$ cat config.mk
export PLATFORM = sky130hd
export DESIGN_NAME = mem_io_bridge
export DESIGN_NICKNAME = d
export VERILOG_FILES = /design/src/rtl/mem_io_bridge.sv
export SDC_FILE = /design/constraint.sdc
export NUM_CORES = 1
export LEC_CHECK = 0
export CAP_MARGIN = 10
export CORE_MARGIN = 3
export CORE_UTILIZATION = 30
export DETAILED_ROUTE_END_ITERATION = 12
export DONT_BUFFER_PORTS = 1
export GPL_TIMING_DRIVEN = 0
export SYNTH_ARGS = -nofsm -noshare
export SYNTH_HDL_FRONTEND = slang
export SYNTH_SLANG_ARGS = --single-unit
$ cat constraint.sdc
create_clock -name clk -period 2.4 [get_ports clk]
set_input_delay 0.48 -clock clk [delete_from_list [all_inputs] [get_ports clk]]
set_output_delay 0.48 -clock clk [all_outputs]
set_load 0.01 [all_outputs]
$ cat src/rtl/mem_io_bridge.sv
// rtl/mem_io_bridge.sv - core data-port bridge to on-chip RAM and memory-mapped IO channels
// Decodes each accepted access to RAM, an IO channel or unmapped space; sticky bus error on fault.
module mem_io_bridge #(
  parameter int          ADDR_W     = 10,
  parameter int          RAM_RD_LAT = 1,
  parameter int          N_IO       = 4,
  parameter logic [31:0] IO_BASE    = 32'hFFFF_FF00,
  parameter int          IO_TMO     = 255
) (
  input  logic                 clk,
  input  logic                 reset_n,
  input  logic [31:0]          riscv_addr,
  input  logic [31:0]          riscv_wdata,
  input  logic [3:0]           riscv_wmask,
  input  logic                 riscv_rstrb,
  output logic [31:0]          riscv_rdata,
  output logic                 riscv_rbusy,
  output logic                 riscv_wbusy,
  output logic [ADDR_W-1:0]    ram_addr,
  output logic [31:0]          ram_wdata,
  output logic [3:0]           ram_byteena,
  output logic                 ram_wen,
  output logic                 ram_rden,
  input  logic [31:0]          ram_rdata,
  output logic [N_IO-1:0]      io_req,
  output logic                 io_we,
  output logic [1:0]           io_reg,
  output logic [31:0]          io_wdata,
  output logic [3:0]           io_wmask,
  input  logic [32*N_IO-1:0]   io_rdata,
  input  logic [N_IO-1:0]      io_ack,
  input  logic                 err_clr,
  output logic                 bus_err,
  output logic [31:0]          err_addr
);

  localparam int CNT_W = ($clog2(IO_TMO + 1) > 3) ? $clog2(IO_TMO + 1) : 3;
  localparam logic [CNT_W-1:0] TMO_LAST = CNT_W'(IO_TMO - 1);
  localparam logic [CNT_W-1:0] LAT_C    = CNT_W'(RAM_RD_LAT);
  localparam logic [4:0]       N_IO_C   = 5'(N_IO);

  typedef enum logic [2:0] {S_IDLE, S_RAM_RD, S_RAM_WR, S_IO_WAIT, S_ERR} state_t;

  state_t            r_state;
  logic [CNT_W-1:0]  r_cnt;
  logic [31:0]       r_addr;
  logic [31:0]       r_wdata;
  logic [3:0]        r_wmask;
  logic              r_we;
  logic [31:0]       r_rdata;
  logic              r_rbusy;
  logic              r_wbusy;
  logic              r_ram_wen;
  logic              r_ram_rden;
  logic [N_IO-1:0]   r_io_req;
  logic              r_bus_err;
  logic [31:0]       r_err_addr;

  logic              w_wr_req;
  logic              w_rd_req;
  logic              w_is_ram;
  logic              w_is_io;
  logic [N_IO-1:0]   w_ch_oh;
  logic              w_ack;
  logic [31:0]       w_io_rd;
  logic              w_err_set;

  assign w_wr_req = |riscv_wmask;
  assign w_rd_req = riscv_rstrb & ~w_wr_req;
  assign w_is_ram = (riscv_addr[31:ADDR_W+2] == '0);
  assign w_is_io  = (riscv_addr[31:8] == IO_BASE[31:8]) && ({1'b0, riscv_addr[7:4]} < N_IO_C);
  assign w_ack    = |(io_ack & r_io_req);

  // The held one-hot request doubles as the read-data slice select.
  always_comb begin
    w_ch_oh = '0;
    w_io_rd = '0;
    for (int k = 0; k < N_IO; k++) begin
      if (riscv_addr[7:4] == 4'(k)) w_ch_oh[k] = 1'b1;
      if (r_io_req[k]) w_io_rd = io_rdata[32*k +: 32];
    end
  end

  assign w_err_set = (r_state == S_ERR) ||
                     ((r_state == S_IO_WAIT) && !w_ack && (r_cnt == TMO_LAST));

  always_ff @(posedge clk or negedge reset_n) begin
    if (!reset_n) begin
      r_state    <= S_IDLE;
      r_cnt      <= '0;
      r_addr     <= '0;
      r_wdata    <= '0;
      r_wmask    <= '0;
      r_we       <= 1'b0;
      r_rdata    <= '0;
      r_rbusy    <= 1'b0;
      r_wbusy    <= 1'b0;
      r_ram_wen  <= 1'b0;
      r_ram_rden <= 1'b0;
      r_io_req   <= '0;
    end else begin
      unique case (r_state)
        S_IDLE: begin
          if (w_wr_req || w_rd_req) begin
            r_addr  <= riscv_addr;
            r_wdata <= riscv_wdata;
            r_wmask <= riscv_wmask;
            r_we    <= w_wr_req;
            r_cnt   <= '0;
            r_rbusy <= w_rd_req;
            r_wbusy <= w_wr_req;
            if (w_is_ram) begin
              r_ram_wen  <= w_wr_req;
              r_ram_rden <= w_rd_req;
              r_state    <= w_wr_req ? S_RAM_WR : S_RAM_RD;
            end else if (w_is_io) begin
              r_io_req <= w_ch_oh;
              r_state  <= S_IO_WAIT;
            end else begin
              r_state <= S_ERR;
            end
          end
        end
        S_RAM_RD: begin
          r_ram_rden <= 1'b0;
          if (r_cnt == LAT_C) begin
            r_rdata <= ram_rdata;
            r_rbusy <= 1'b0;
            r_state <= S_IDLE;
          end else begin
            r_cnt <= r_cnt + 1'b1;
          end
        end
        S_RAM_WR: begin
          r_ram_wen <= 1'b0;
          r_wbusy   <= 1'b0;
          r_state   <= S_IDLE;
        end
        S_IO_WAIT: begin
          if (w_ack || (r_cnt == TMO_LAST)) begin
            if (!r_we) r_rdata <= w_ack ? w_io_rd : '0;
            r_io_req <= '0;
            r_rbusy  <= 1'b0;
            r_wbusy  <= 1'b0;
            r_state  <= S_IDLE;
          end else begin
            r_cnt <= r_cnt + 1'b1;
          end
        end
        S_ERR: begin
          if (!r_we) r_rdata <= '0;
          r_rbusy <= 1'b0;
          r_wbusy <= 1'b0;
          r_state <= S_IDLE;
        end
        default: r_state <= S_IDLE;
      endcase
    end
  end

  // A new error in the same cycle as err_clr keeps the flag set.
  always_ff @(posedge clk or negedge reset_n) begin
    if (!reset_n) begin
      r_bus_err  <= 1'b0;
      r_err_addr <= '0;
    end else if (w_err_set) begin
      r_bus_err <= 1'b1;
      if (!r_bus_err) r_err_addr <= r_addr;
    end else if (err_clr) begin
      r_bus_err <= 1'b0;
    end
  end

  assign riscv_rdata = r_rdata;
  assign riscv_rbusy = r_rbusy;
  assign riscv_wbusy = r_wbusy;
  assign ram_addr    = r_addr[ADDR_W+1:2];
  assign ram_wdata   = r_wdata;
  assign ram_byteena = r_wmask;
  assign ram_wen     = r_ram_wen;
  assign ram_rden    = r_ram_rden;
  assign io_req      = r_io_req;
  assign io_we       = r_we;
  assign io_reg      = r_addr[3:2];
  assign io_wdata    = r_wdata;
  assign io_wmask    = r_wmask;
  assign bus_err     = r_bus_err;
  assign err_addr    = r_err_addr;

endmodule

* After elaboration in Yosys (flattened, before gate mapping) *
Cells that the tools add are included.

operators by class
  $add $sub $neg = 1
  magnitude comparators = 1
  equal/unequal tests = 20
  muxes and demuxes = 44
  bitwise operators = 4
  reduce and logical (&&, ||, !) cells = 31

operators by type and width
  operator                                              number
  two-way mux 32 bit                                    9
  case mux 32 bit (3 select lines)                      1
  equality test 24 bit (second input constant)          1
  two-way mux 8 bit                                     3
  case mux 8 bit (3 select lines)                       1
  logical NOT 20 bit                                    1
  != test 2 bit (second input constant)                 9
  two-way mux 4 bit                                     4
  two-way mux 3 bit                                     5
  two-way mux 1 bit                                     14
  AND reduction 3 bit                                   4
  AND reduction 5 bit                                   2
  case mux 3 bit (3 select lines)                       1
  nonzero test 3 bit                                    3
  adder 8 x 1 -> 8 bit (second input constant)          1
  equality test 4 x 2 -> 1 bit (second input constant)  2
  equality test 8 x 1 -> 1 bit (second input constant)  1
  equality test 8 bit (second input constant)           1
  case mux 4 bit (2 select lines)                       1
  AND reduction 4 bit                                   2
  nonzero test 2 bit                                    4
  OR reduction 4 bit                                    2
  equality test 3 x 2 -> 1 bit (second input constant)  2
  AND 4 bit                                             1
  other kinds (19)                                      26

storage, ports and cells
  bits in registers = 153
  input port bits = 236
  output and inout bits = 158
  word-level logic and storage cells = 115

* Depth between registers and ports, before layout *
Gate-level depths: netlist (run 1).

  word-level depth = 8
  gate-level depth with buffers = 9
  gate-level depth less buffers = 7

* Least setup slack after synthesis (run 1) *
No wires, ideal clock.

  kind = reg-to-reg
  start = reg r_cnt[1]
  end = reg r_rdata[10] (netlist: riscv_rdata[10])
  library setup time = 125 ps
  arrival time = 1,996 ps
  required time = 2,275 ps
  slack = 280 ps
  cell stages (with the launch flop) = 10
  buffers on the path = 2
  clock period less this slack = 2,120 ps
  cell sequence = dfrtp_1 -> inv_1 -> ha_1 -> or4b_1 -> nor2_1 -> or2_2 -> and3_1 -> buf_2 -> buf_4 -> mux2_2

between the ends
  word-level cells in the longest chain between the ends = 4
  elaborated cells between the ends (all ways) = 6
  classes of those cells = eq/ne: 4; reduce/logical: 2

ends and longest elaborated chain
  element                            line  RTL
  start: declaration                 45    logic [CNT_W-1:0] r_cnt;
  start signal: assignment           131   r_cnt <= r_cnt + 1'b1;
  start signal: assignment           147   r_cnt <= r_cnt + 1'b1;
  equality test 8 bit                140   if (w_ack || (r_cnt == TMO_LAST)) begin
  logical OR 1 bit                   140
  != test 2 x 1 -> 1 bit (no line)   --
  AND reduction 5 bit (no line) (*)  --
  end signal: assignment             127   r_rdata <= ram_rdata;
  end signal: assignment             141   if (!r_we) r_rdata <= w_ack ? w_io_rd : '0;
  end: declaration                   50    logic [31:0] r_rdata;

Mark *: on every way between the ends. The rest lies on a longest branch, timed or not.
A chain may end at the register's enable or synchronous reset.

* Worst setup path after layout (run 1) *
  start = reg r_io_req[1] (netlist: io_req[1])
  end = reg r_rdata[31] (netlist: riscv_rdata[31])

between the ends
  word-level cells in the longest chain between the ends = 7
  elaborated cells between the ends (all ways) = 12
  classes of those cells = eq/ne: 1; mux: 7; bitwise: 1; reduce/logical: 3

ends and longest elaborated chain
  element                           line  RTL
  start: declaration                55    logic [N_IO-1:0] r_io_req;
  start signal: assignment          117   r_io_req <= w_ch_oh;
  two-way mux 32 bit (3 in series)  80    if (r_io_req[k]) w_io_rd = io_rdata[32*k +: 32];
  two-way mux 32 bit (2 in series)  141
  two-way mux 32 bit                140
  case mux 32 bit (3 select lines)  102   unique case (r_state)

Parallel ways exist; a longest one is shown, timed or not. The select of a mux whose other input is x is not followed.

==> results of run 1 <==
-- layout by cell type (no fill, tap or decap), types with 4 or more instances in the layout --
master and count:
a21oi_1 9, a221o_1 32, a221oi_1 29, buf_2 9, buf_4 60, buf_6 6, clkbuf_1 22, clkbuf_16 17
clkbuf_2 7, clkinv_8 5, dfrtp_1 152, inv_1 9, inv_12 4, mux2_1 13, mux2_2 52, nand2_1 215
nand3_1 4, nand4_1 9, nor2_1 7, nor2b_1 34, nor3_1 30, nor3_2 4, nor4_1 8, o21ai_0 10
-- through the flow --
step	TNS (ps)	area (um^2)
floorplan	0	7720
global placement	-20770	8140
detailed placement	-22660	8140
CTS	0	8880
global route	-274	8920
finish	0	8930
-- synth_stat cells, types with 3 or more instances --
| cell type | n |
|---|---|
| nand2_1 | 215 |
| mux2_2 | 52 |
| nor3_1 | 33 |
| o21ai_0 | 10 |
| o21ai_1 | 3 |
| mux2i_1 | 3 |
| a21oi_1 | 11 |
| nand4_1 | 9 |
| and2_1 | 4 |
| nor2_1 | 9 |
| clkbuf_1 | 30 |
| dfrtp_1 | 153 |
| a21o_1 | 3 |
| buf_2 | 11 |
| ha_1 | 3 |
| nand3_1 | 4 |
| a221o_1 | 32 |
| a221oi_1 | 31 |
| inv_1 | 9 |
| nor2b_1 | 34 |
| a31oi_1 | 3 |
| o22ai_1 | 3 |
| o2bb2ai_1 | 3 |
| buf_4 | 55 |
| mux2_1 | 13 |
| nand3b_1 | 3 |
| nor4_1 | 8 |
-- flip-flops by register name, summed over array words and instances (netlist names) --
name,count
riscv_rdata,32
io_we,1
ram_rden,1
riscv_wbusy,1
r_cnt,8
err_addr,32
bus_err,1
r_state,3
io_req,4
riscv_rbusy,1
io_wdata,32
io_wmask,4
ram_wen,1
r_addr,32
-- routing by layer --
metal / vias up / track usage / share of wire
li1: 2761 / - / -
met1: 3014 / 0.214 / 0.37
met2: 321 / 0.322 / 0.50
met3: 44 / 0.0615 / 0.092
met4: 2 / 0.0725 / 0.032
met5: - / 0 / 0.00052
-- worst register-to-register path, delay by kind of cell (launching register included) --
| kind | cells | cell delay (ps) |
|---|---|---|
| compound gates | 1 | 160 |
| buf+inv | 5 | 750 |
| flops | 1 | 450 |
| mux | 1 | 320 |
| simple gates | 3 | 540 |
-- timing repair --
action,in CTS,in global routing
setup buffers,5,2
resized for setup,23,13
hold endpoints to repair,153,153
pin swaps,2,2
setup endpoints to repair,97,72
-- final cells by class --
class                           count  area, um^2  share of cell area
Inverter                            9        33.8             0.00378
Clock buffer                       17         425              0.0477
Timing Repair Buffer                7        52.6             0.00589
Buffer                             98         632              0.0708
Clock inverter                     15         206              0.0231
Sequential cell                   153        3830               0.429
Multi-Input combinational cell    521        3330               0.373
Tap cell                          330         413              0.0463
Antenna cell                        2        5.00            0.000561
-- cell families after synthesis --
kind of cell,share of synthesized area
AND/OR/NAND/NOR,0.198
adder cells (fa/ha/maj),0.00486
AO/OA/AOI/OAI,0.121
multiplexers,0.0987
buffers and inverters,0.0815
flip-flops,0.496
-- path summary, 6_finish.rpt --
check | from | endpoint | slack, ps | cells after the start
setup / recovery | io_req[1] | riscv_rdata[31] | 60 | 10
hold / removal | reset_n | io_wdata[24] | -270 | 0
setup reg to reg | io_req[1] | riscv_rdata[31] | 60 | 10
hold reg to reg | r_addr[1] | r_addr[1] | 470 | 2
max in group asynchronous | reset_n | io_req[2] | 2370 | 0
min in group clk | riscv_addr[5] | io_req[0] | 140 | 1
-- where the power goes --
group | switching [mW] | total (mW) | internal, mW
Clock | 1.43 | 2.89 | 1.45
Combinational | 0.890 | 1.87 | 0.981
Sequential | 1.04 | 4.45 | 3.42
==> summary.md, run 1 <==
| Metric | Value |
|---|---|
| Syn Inst Count | 781 |
| PwrDens | 1030 nW/um^2 |
| Synth area leader | dfrtp_1 |
| Worst-Margin Slew | 753 ps |
| Hpwl dp | 20200 um |
| Placer congestion estimate | 0.975 |
| I/O Buffers | 0 |
| Synth-to-Final Area Change | 15.6% |
| Final worst slack | 62.0 ps |
| Crit-path cells | buf_6, a22oi_2, buf_4, buf_4, nand3_1, or2_4, and3_1, buf_6, buf_6, mux2_1 |
| Post-route DRC | 0 |
| Dpl ws | -400 ps |
| Total power | 9.21 mW |
| Critical Path AT | 2640 ps |
| Crit share post-route | 0.974 |
| Status | finished with violations |
| Pre-antenna DRT Iters | 5 |
| Crit-path max FO | 10 |
| Crit path time final | 2340 ps |
| Boundary Pins | 394 |
| Leak | 4.07 nW |
| Mapped Area | 7720 um^2 |
| Crit path max-delay family | buffers and inverters |
| Final wirelength | 26700 um |
| Rel. slew slack | 0.498 |
| Setup crit end kind | flip-flop |
| Top cells by area, synth | dfrtp_1 50%, nand2_1 10%, mux2_2 7.6% |
| Syn. warnings | 0 |
| Final setup fails | 0 |
| Antenna Nets Post-Route | 0 |
| Ys flop type | dfrtp_1 |
| Core Area | 25300 um^2 |
| Die ar. | 27700 um^2 |
| Via count | 6142 |
| Nets@finish | 1046 |
| Buf+Inv Stages, Crit Path | 5 |
| Fillcell total | 2557 |
| Max IR drop VDD | 0.510 mV |
| # placed instances | 1111 |
| Clk sink count | 153 |
| Crit path largest cell delay | 450 ps |
| CTS tree | built |
| Bufs on Longest Clock Path | 2 |
| Largest net degree at the start of global routing | 154 |
| GRT overflow | 0 |
| CP max-delay cell | dfrtp_1 |
| Failing checks | hold timing |
| CTS buffer count | 17 |
| Fin. max-slew vios | 0 |
| Clk root buf | clkbuf_16 |
| WP data required | 2710 ps |
| Avg WL per Cell | 23.2 um |
| Sequential element share of the synthesized area | 0.496 |
| Yosys top cell area share | 0.496 |
| Hold Violations, Final | 153 |
| Die Wd | 166 um |
| Total Routing Usage GR | 0.186 |
| Worst setup SP type | flip-flop |
| Number of antenna violations at the first check in global routing | 2 |
| Initial Utilization | 0.306 |
| Layout cells sized above 1 | 0.233 |
| Hold Path Class | primary input to async pin |
| Synth async-reset ratio | 1.00 |
| Worst Hold Slack | -267 ps |
| Post-Syn Area per Cell | 9.89 um^2 |
| Worst-skew pair later-pin latency | 440 ps |
| H-tree lvl count | 4 |
| Distinct cells, synth | 55 |
| Net Count, Synth | 1020 |
| CTS clk-pin slew, worst paths | 80 ps |
| Most used cell along the critical path | buf_6 |
| Vias in the first global route | 6359 |
| Max-Cap Viols | 0 |
| First-pass GRT wire length | 39800 um |
| DRT iter0 DRCs | 338 |
| Final std cells w/o fill | 1152 |
| Post-layout util | 0.353 |
| Die Span Y | 166 um |
| Clock skew | 19.6 ps |
| Critical setup path kind | flip-flop to flip-flop |
| Via density | 5.33 |
| Peak Freq | 0.428 GHz |
| EDFF count, synth | 0 |
| Seq cells post-synth | 153 |
| Std cell rows | 58 |
(Power assumes the default switching activity.)
==> inputs of run 2 (changes only) <==
==> constraint.sdc (replaced) <==
create_clock -name clk -period 1.95 [get_ports clk]
set_input_delay 0.39 -clock clk [delete_from_list [all_inputs] [get_ports clk]]
set_output_delay 0.39 -clock clk [all_outputs]
set_load 0.01 [all_outputs]
==> summary.md, run 2 (same netlist as run 1, synthesis figures left out) <==
| Metric | Value |
|---|---|
| Crit path time final | 2220 ps |
| Clock skew | 16.7 ps |
| Nets@finish | 1069 |
| Final worst slack | -266 ps |
| Total power | 12.1 mW |
| CTS buffer count | 17 |
| Rel. slew slack | 0.505 |
| Placer congestion estimate | 1.00 |
| Failing checks | hold timing, setup timing |
| Storage element area | 3830 um^2 |
| Max-Cap Viols | 0 |
| I/O Buffers | 0 |
| Critical setup path kind | flip-flop to flip-flop |
| H-tree lvl count | 4 |
| Status | finished with violations |
| Antenna Nets Post-Route | 0 |
| Crit path max-delay family | simple AND/OR/NAND/NOR gates |
| WP data required | 2250 ps |
| Hold Path Class | primary input to async pin |
| Pre-antenna DRT Iters | 5 |
| Fillcell total | 2489 |
| Final setup fails | 74 |
| Crit share post-route | 1.14 |
| Dpl ws | -793 ps |
| Avg WL per Cell | 23.4 um |
| Multi-input logic area | 3710 um^2 |
| Synth-to-Final Area Change | 26.1% |
| Final wirelength | 27600 um |
| Via density | 5.29 |
| DRT iter0 DRCs | 295 |
| Hpwl dp | 20100 um |
| Internal power | 7.81 mW |
| Clk sink count | 153 |
| Worst Hold Slack | -354 ps |
| Via count | 6216 |
| Boundary Pins | 394 |
| # placed instances | 1111 |
| Crit-path cells | inv_2, ha_4, or4b_4, nor2_4, or2_4, and3_4, buf_12, buf_8, mux2_2 |
| CTS tree | built |
| Leak | 4.46 nW |
| Core Area | 25300 um^2 |
| Crit path largest cell delay | 480 ps |
| Worst-skew pair later-pin latency | 430 ps |
| Die Wd | 166 um |
| Most common cell after layout, fill and taps aside | nand2_1 |
| Clock power share | 0.288 |
| Post-route DRC | 0 |
| Worst-Margin Slew | 743 ps |
| Die Span Y | 166 um |
| Seq pwr share | 0.457 |
| Std cell rows | 58 |
| Buf+Inv Stages, Crit Path | 3 |
| Setup crit end kind | flip-flop |
| Vias in the first global route | 6481 |
| Layout cells sized above 1 | 0.311 |
| Initial Utilization | 0.306 |
| Hold Violations, Final | 153 |
| Switch share | 0.354 |
| Fin. max-slew vios | 0 |
| NetSw | 4.29 mW |
| Clk root buf | clkbuf_16 |
| Peak Freq | 0.451 GHz |
| Max IR drop VDD | 0.661 mV |
| Largest net degree at the start of global routing | 154 |
| Critical Path AT | 2510 ps |
| First-pass GRT wire length | 40300 um |
| Total Routing Usage GR | 0.189 |
| GRT overflow | 0 |
| CP max-delay cell | or4b_4 |
| Setup TNS | -11030 ps |
| Number of antenna violations at the first check in global routing | 4 |
| Commonest non-fill, non-tap cells in the layout | 215 x nand2_1, 150 x dfrtp_1, 66 x buf_4, 56 x mux2_4, 34 x nor2b_1 |
| Final std cells w/o fill | 1176 |
| Die ar. | 27700 um^2 |
| Bufs on Longest Clock Path | 2 |
| Worst setup SP type | flip-flop |
| PwrDens | 1240 nW/um^2 |
| RSZ-0062 raised after global routing | yes |
| Comb pwr share | 0.255 |
| CTS clk-pin slew, worst paths | 80 ps |
| Crit-path max FO | 8 |
[run 2: per-stage QoR]
step	utilization	cell area, um^2
after floorplan	-	7750
after global placement	0.323	8160
after detailed placement	0.323	8160
after CTS	0.373	9430
after global routing	0.386	9740
final	0.386	9740
[run 2: worst register-to-register path, stage by stage (launching register included)]
cell and delay (ps):
dfrtp_1 400, inv_2 80, ha_4 120, or4b_4 480
nor2_4 110, or2_4 120, and3_4 170, buf_12 150
buf_8 150, mux2_2 330
[run 2: layout make-up]
cell class / count / area share
Timing Repair Buffer: 33 / 0.0432
Clock buffer: 17 / 0.0437
Clock inverter: 15 / 0.0200
Inverter: 9 / 0.00347
Antenna cell: 3 / 0.000771
Sequential cell: 153 / 0.394
Multi-Input combinational cell: 521 / 0.382
Buffer: 95 / 0.0712
Tap cell: 330 / 0.0424
[run 2: path summary, 6_finish.rpt]
path | startpoint | endpoint | slack (ps) | depth (start not counted)
max | r_cnt[1] | riscv_rdata[30] | -270 | 9
min | reset_n | io_wdata[13] | -350 | 0
max reg2reg | r_cnt[1] | riscv_rdata[30] | -270 | 9
min reg2reg | r_addr[14] | r_addr[14] | 480 | 2
max in group asynchronous | reset_n | io_req[3] | 2080 | 0
min in group clk | riscv_addr[5] | io_req[0] | 50 | 1
[run 2: what timing repair did]
item | in CTS | in global routing
resized for setup | 88 | 88
setup buffers | 23 | 7
endpoints found under the setup margin | 137 | 128
hold endpoints to repair | 153 | 153
pin swaps | 4 | 9
gates cloned | 4 | 2
[run 2: power groups by stage]
stage	registers [mW]	clock network, mW	logic [mW]
3_3_place_gp	5.56	0	2.25
2_1_floorplan	5.19	0	1.93
6_report	5.53	3.48	3.09
3_5_place_dp	5.56	0	2.32
4_1_cts	5.54	3.59	2.79
5_1_grt	5.68	3.71	3.37
[run 2: per-layer routing]
metal,routed length [um],GRT usage,vias to the layer above
met5,13,0,-
met4,688,0.0750,2
li1,-,-,2802
met2,14200,0.334,301
met3,2270,0.0629,33
met1,10400,0.210,3078
==> inputs of run 3 (changes only) <==
--- a/config.mk
+++ b/config.mk
@@ -6,7 +6,7 @@
 export NUM_CORES = 1
 export LEC_CHECK = 0
 export CAP_MARGIN = 10
-export CORE_MARGIN = 3
+export CORE_MARGIN = 2
 export CORE_UTILIZATION = 30
 export DETAILED_ROUTE_END_ITERATION = 12
 export DONT_BUFFER_PORTS = 1
==> summary.md, run 3 (same netlist as run 1, synthesis figures left out) <==
| Metric | Value |
|---|---|
| Status | finished with violations |
| Failing checks | hold timing, setup timing |
| Rel. slew slack | 0.549 |
| Total Routing Usage GR | 0.202 |
| Vias in the first global route | 6311 |
| CTS tree | built |
| PwrDens | 1240 nW/um^2 |
| Dpl ws | -886 ps |
| Boundary Pins | 394 |
| Avg WL per Cell | 23.9 um |
| Clk sink count | 153 |
| Clock power share | 0.294 |
| Die ar. | 27000 um^2 |
| Internal power | 7.80 mW |
| Reg2reg end | riscv_rdata[14] |
| Final worst slack | -277 ps |
| Final wirelength | 28200 um |
| First-pass GRT wire length | 39900 um |
| Via count | 6192 |
| Die Span Y | 164 um |
| Antenna Nets Post-Route | 0 |
| Total power | 12.1 mW |
| Fin. max-slew vios | 0 |
| Final setup fails | 75 |
| Number of antenna violations at the first check in global routing | 6 |
| Worst-Margin Slew | 670 ps |
| Hold Path Class | primary input to async pin |
| Peak Freq | 0.449 GHz |
| Core Area | 25300 um^2 |
| Std cell rows | 58 |
| R2R Path Start | r_cnt[1] |
| NetSw | 4.32 mW |
| Worst-skew pair later-pin latency | 440 ps |
| Most common cell after layout, fill and taps aside | nand2_1 |
| Reg2Reg Setup Slack | -280 ps |
| Fillcell total | 2494 |
| GRT overflow | 0 |
| Switch share | 0.357 |
| Die Wd | 164 um |
| Clock skew | 15.8 ps |
| Worst Hold Slack | -362 ps |
| Pre-antenna DRT Iters | 4 |
| Comb pwr share | 0.251 |
| Post-layout util | 0.389 |
| Cell count of the worst reg-to-reg path | 9 |
| Crit share post-route | 1.14 |
| Largest net degree at the start of global routing | 154 |
| Nets@finish | 1070 |
| Placer congestion estimate | 0.843 |
| Crit-path max FO | 6 |
| Setup crit end kind | flip-flop |
| Commonest non-fill, non-tap cells in the layout | 215 x nand2_1, 149 x dfrtp_1, 74 x buf_4, 50 x mux2_4, 34 x nor2b_1 |
| H-tree lvl count | 4 |
| WP data required | 2280 ps |
| Clk root buf | clkbuf_16 |
| Initial Utilization | 0.306 |
| Worst setup SP type | flip-flop |
| Critical Path AT | 2550 ps |
| CTS buffer count | 17 |
| Crit path time final | 2230 ps |
| Final std cells w/o fill | 1180 |
| Via density | 5.25 |
| RSZ-0062 raised after global routing | yes |
| Critical setup path kind | flip-flop to flip-flop |
| Synth-to-Final Area Change | 27.1% |
| I/O Buffers | 0 |
| Max-Cap Viols | 0 |
| # placed instances | 1111 |
| Hpwl dp | 20600 um |
| Layout cells sized above 1 | 0.318 |
| Max IR drop VDD | 0.654 mV |
| Bufs on Longest Clock Path | 2 |
| DRT iter0 DRCs | 362 |
| Seq pwr share | 0.455 |
| Hold Violations, Final | 153 |
| CTS clk-pin slew, worst paths | 80 ps |
| Leak | 4.46 nW |
| Post-route DRC | 0 |
-- run 3: cell count changes in the layout (fill, tap and decap cells not counted), moves of 3 or more --
cell      before  now
inv_12         1    4
clkbuf_4       3    9
a221oi_1      29   26
buf_2         11    7
mux2_4        56   50
buf_12        11    7
clkbuf_2       9    4
mux2_2         9   13
buf_4         66   74
a221oi_4       0    3
o21ai_1        0    3
diode_2        3    6
nor3_1        23   20
-- run 3: area by class of cell --
class / count / area, um^2 / area share
repair buffers: 32 / 370 / 0.0377
inverters: 9 / 33.8 / 0.00344
diodes: 6 / 15.0 / 0.00153
plain buffers: 97 / 739 / 0.0754
clock inverters: 15 / 206 / 0.0210
well taps: 330 / 413 / 0.0421
multi-input cells: 521 / 3780 / 0.385
clock buffers: 17 / 425 / 0.0434
flip-flops and latches: 153 / 3830 / 0.391
-- run 3: critical path, cell delays in order, from the launching register on --
cell,delay [ps]
dfrtp_1,390
inv_1,70
ha_1,130
or4b_4,480
nor2_4,110
or2_4,120
and3_4,180
buf_12,150
clkbuf_16,150
mux2_2,330
-- run 3: power groups by stage --
stage	Combinational, mW	Sequential (mW)	Clock (mW)
final	3.04	5.52	3.56
after global routing	3.30	5.64	3.81
after CTS	2.87	5.53	3.69
after detailed placement	2.32	5.54	0
after global placement	2.26	5.54	0
after floorplan	1.93	5.19	0
-- run 3: through the flow --
stage,TNS (ps),cell area [um^2]
after floorplan,-3030,7750
after global placement,-74760,8160
after detailed placement,-75180,8160
after CTS,-14630,9510
after global routing,-19880,9810
final,-15110,9810
-- run 3: how the worst max path moves through the flow --
stage	startpoint	endpoint	depth (start not counted)
after floorplan	r_cnt[1]	riscv_rdata[10]	9
after global placement	io_req[2]	err_addr[13]	6
after detailed placement	io_req[2]	err_addr[18]	6
after CTS	r_cnt[1]	riscv_rdata[5]	9
after global routing	r_cnt[1]	riscv_rdata[19]	9
final	r_cnt[1]	riscv_rdata[14]	9
-- run 3: layer usage --
| metal | track usage | part of all wire | vias up | wire length [um] |
|---|---|---|---|---|
| li1 | - | - | 2802 | - |
| met1 | 0.219 | 0.37 | 3040 | 10500 |
| met2 | 0.353 | 0.51 | 309 | 14500 |
| met3 | 0.0741 | 0.088 | 41 | 2480 |
| met4 | 0.0870 | 0.028 | 0 | 802 |
| met5 | 0 | 0 | - | 0 |
-- run 3: what timing repair did --
action	4_1_cts	5_1_grt
pin swaps	14	2
gates resized for setup	133	43
hold endpoints to repair	153	153
setup endpoints to repair	148	134
buffers inserted	22	6
cloned	1	4
==> patch: new RTL, config.mk and constraints of run 2 <==
Change the parameter `IO_TMO` from 255 to 510.
--- a/src/rtl/mem_io_bridge.sv
+++ b/src/rtl/mem_io_bridge.sv
@@ -5,7 +5,7 @@
   parameter int          RAM_RD_LAT = 1,
   parameter int          N_IO       = 4,
   parameter logic [31:0] IO_BASE    = 32'hFFFF_FF00,
-  parameter int          IO_TMO     = 255
+  parameter int          IO_TMO     = 510
 ) (
   input  logic                 clk,
   input  logic                 reset_n,
Behaviour: same outputs for any inputs over 4 cycles, from zero or initial values and one cycle with reset_n low; that may be too few to reach the edited logic, so the function may still have changed.
==> patch against run 2 <==
- the run still ends with negative hold slack, negative setup slack left
- via count grew 7.4%
- die area grew 3.3%
- non-clock buffer count grew 10
- combinational power grew 3%
- clock skew shrank 0.0018 ns
- critical path depth is the same
- count of clock-buffer cells in the layout is the same
- worst setup slack gained 0.11 ns
- cell area grew 3.6%
- total power grew 1.4%
- wire length grew 3.6%
- sequential cell count grew 1
- synthesized area grew 3.4%
- largest cell class is now multi-input gates
- cell count grew 3.6%
==> patch: results (changes against run 2) <==
Main synth FF type dfrtp_1; Port Buffers 0 (unchanged); path category of the worst min-delay check in -> async; clock-net power 3.47 mW (about the same); crit path DAT 2.42 ns (-0.09 ns); leakage power 4.65 nW (+4.2%); top fanout value on the critical path 6 (-2); portion of the post-synthesis area used by sequential elements 0.482 (-0.0133); uppermost signal routing layer after detailed routing met4; worst setup timing slack at the placement stage -0.515 ns (+0.278 ns); Seq group 5.63 mW (+2%); final setup violation count 65 (-12%); final routed wirelength across all metal layers 28600 um (+3.6%); number of standard cells in the layout, taps in and fillers out 1218 (+3.6%); hold slack -0.351 ns (+0.00374 ns); largest net degree at the start of global routing 155 (+0.65%); violation count after the first detailed-routing iteration 580 (+97%); post-detailed-placement cell area 0.00841 mm2 (+3.1%); weighted congestion reported at the end of routability-driven placement 0.926 (-7.7%); synthesized area divided by synthesized cell count 9.79 um2 (-1.0%); result of the run complete, but fails checks; share of the synthesized area in compound gates (AO/OA/AOI/OAI) 0.151 (+0.0303); fraction of layout instances using a drive strength above 1 0.310 (-0.000489); cell type of the slowest stage on the worst timing path dfrtp_1; detailed-placement wirelength estimate 20800 um (+3.4%); Global Route met3 Usage 0.0624 (-0.000473); nets in the synthesized netlist 1054 (+3.3%); Total Power 12.3 mW (+1.4%); fraction of synthesized area in multiplexers 0.0940 (-0.00469); via count of the first global-routing pass 6353 (-2.0%); longest individual stage delay on the worst path 0.40 ns (-0.08 ns); count of H-tree levels built during CTS 4 (unchanged); worst skew pair latency 0.43 ns (about the same); hold violation count in the final report 154 (+0.65%); adder-cell share of the synthesized area 0.00313 (-0.00173); met1 demand-to-capacity share in global routing 0.243 (+0.0336); Area contributors post-synth dfrtp_1 48%, nand2_1 11%, mux2_1 8.6%, buf_4 5.5%, a22o_1 4.2%; number of antenna violations at the first check in global routing 0 (-4); wl on met1 11500 um (+11%); setup ws final -0.155 ns (+0.112 ns); detailed route wirelength on metal3 2710 um (+19%); gr usage total 0.186 (-0.00245); failing checks negative hold slack, negative setup slack; via/cell ratio 5.48 (+3.7%); global-route wire length before repair 41000 um (+1.6%); number of cells on the worst reg-to-reg path 9 (unchanged); routed length on met2 13800 um (-2.9%); setup slack, reg-to-reg -0.15 ns (+0.11 ns); Crit Reg-Reg Startpoint r_cnt[1]; worst-case headroom to the max-slew limit 0.526 (+0.0215); switching power total 4.31 mW (+0.58%); highest ir drop seen on vdd 0.482 mV (-27%); iteration count of the initial detailed-routing pass 5 (unchanged); end of the worst register-to-register path err_addr[24]; met2 demand-to-capacity share in global routing 0.299 (-0.0351); number of unique standard cell types used by synthesis 57 (+3.6%); skew final 0.0149 ns (-0.00180 ns); number of antenna diodes 0 (-3); commonest cells in the synthesized netlist 243 x nand2_1, 154 x dfrtp_1, 61 x mux2_1; total negative slack -5.61 ns (+5.42 ns)
[patch: cell types whose count changed after synthesis, moves of 28 or more]
cell,before,now
mux2_2,52,3
nor3_1,33,3
nand2_1,215,243
o31ai_1,0,32
a22o_1,0,38
mux2_1,13,61
a221o_1,32,0
[patch: cell type report]
class	instances	area (um2)
well taps	335	419
inverters	10	37.5
repair buffers	38	403
multi-input cells	549	3990
clock buffers	17	425
clock inverters	15	196
fillers	2562	16000
flip-flops and latches	154	3860
plain buffers	100	757
[patch: worst register-to-register path, stage by stage (launching register included)]
cell and delay (ns):
dfrtp_1 0.40, inv_2 0.08, ha_4 0.13, nand4_1 0.23
nor2_2 0.24, a22oi_2 0.13, nor2_2 0.14, buf_6 0.18
clkbuf_16 0.17, mux2_4 0.30
[patch: repair_timing]
item,in CTS,in global routing
setup buffers,21,11
cloned,3,3
hold endpoints to repair,154,154
endpoints found under the setup margin,149,90
pin swaps,10,16
gates resized for setup,125,59
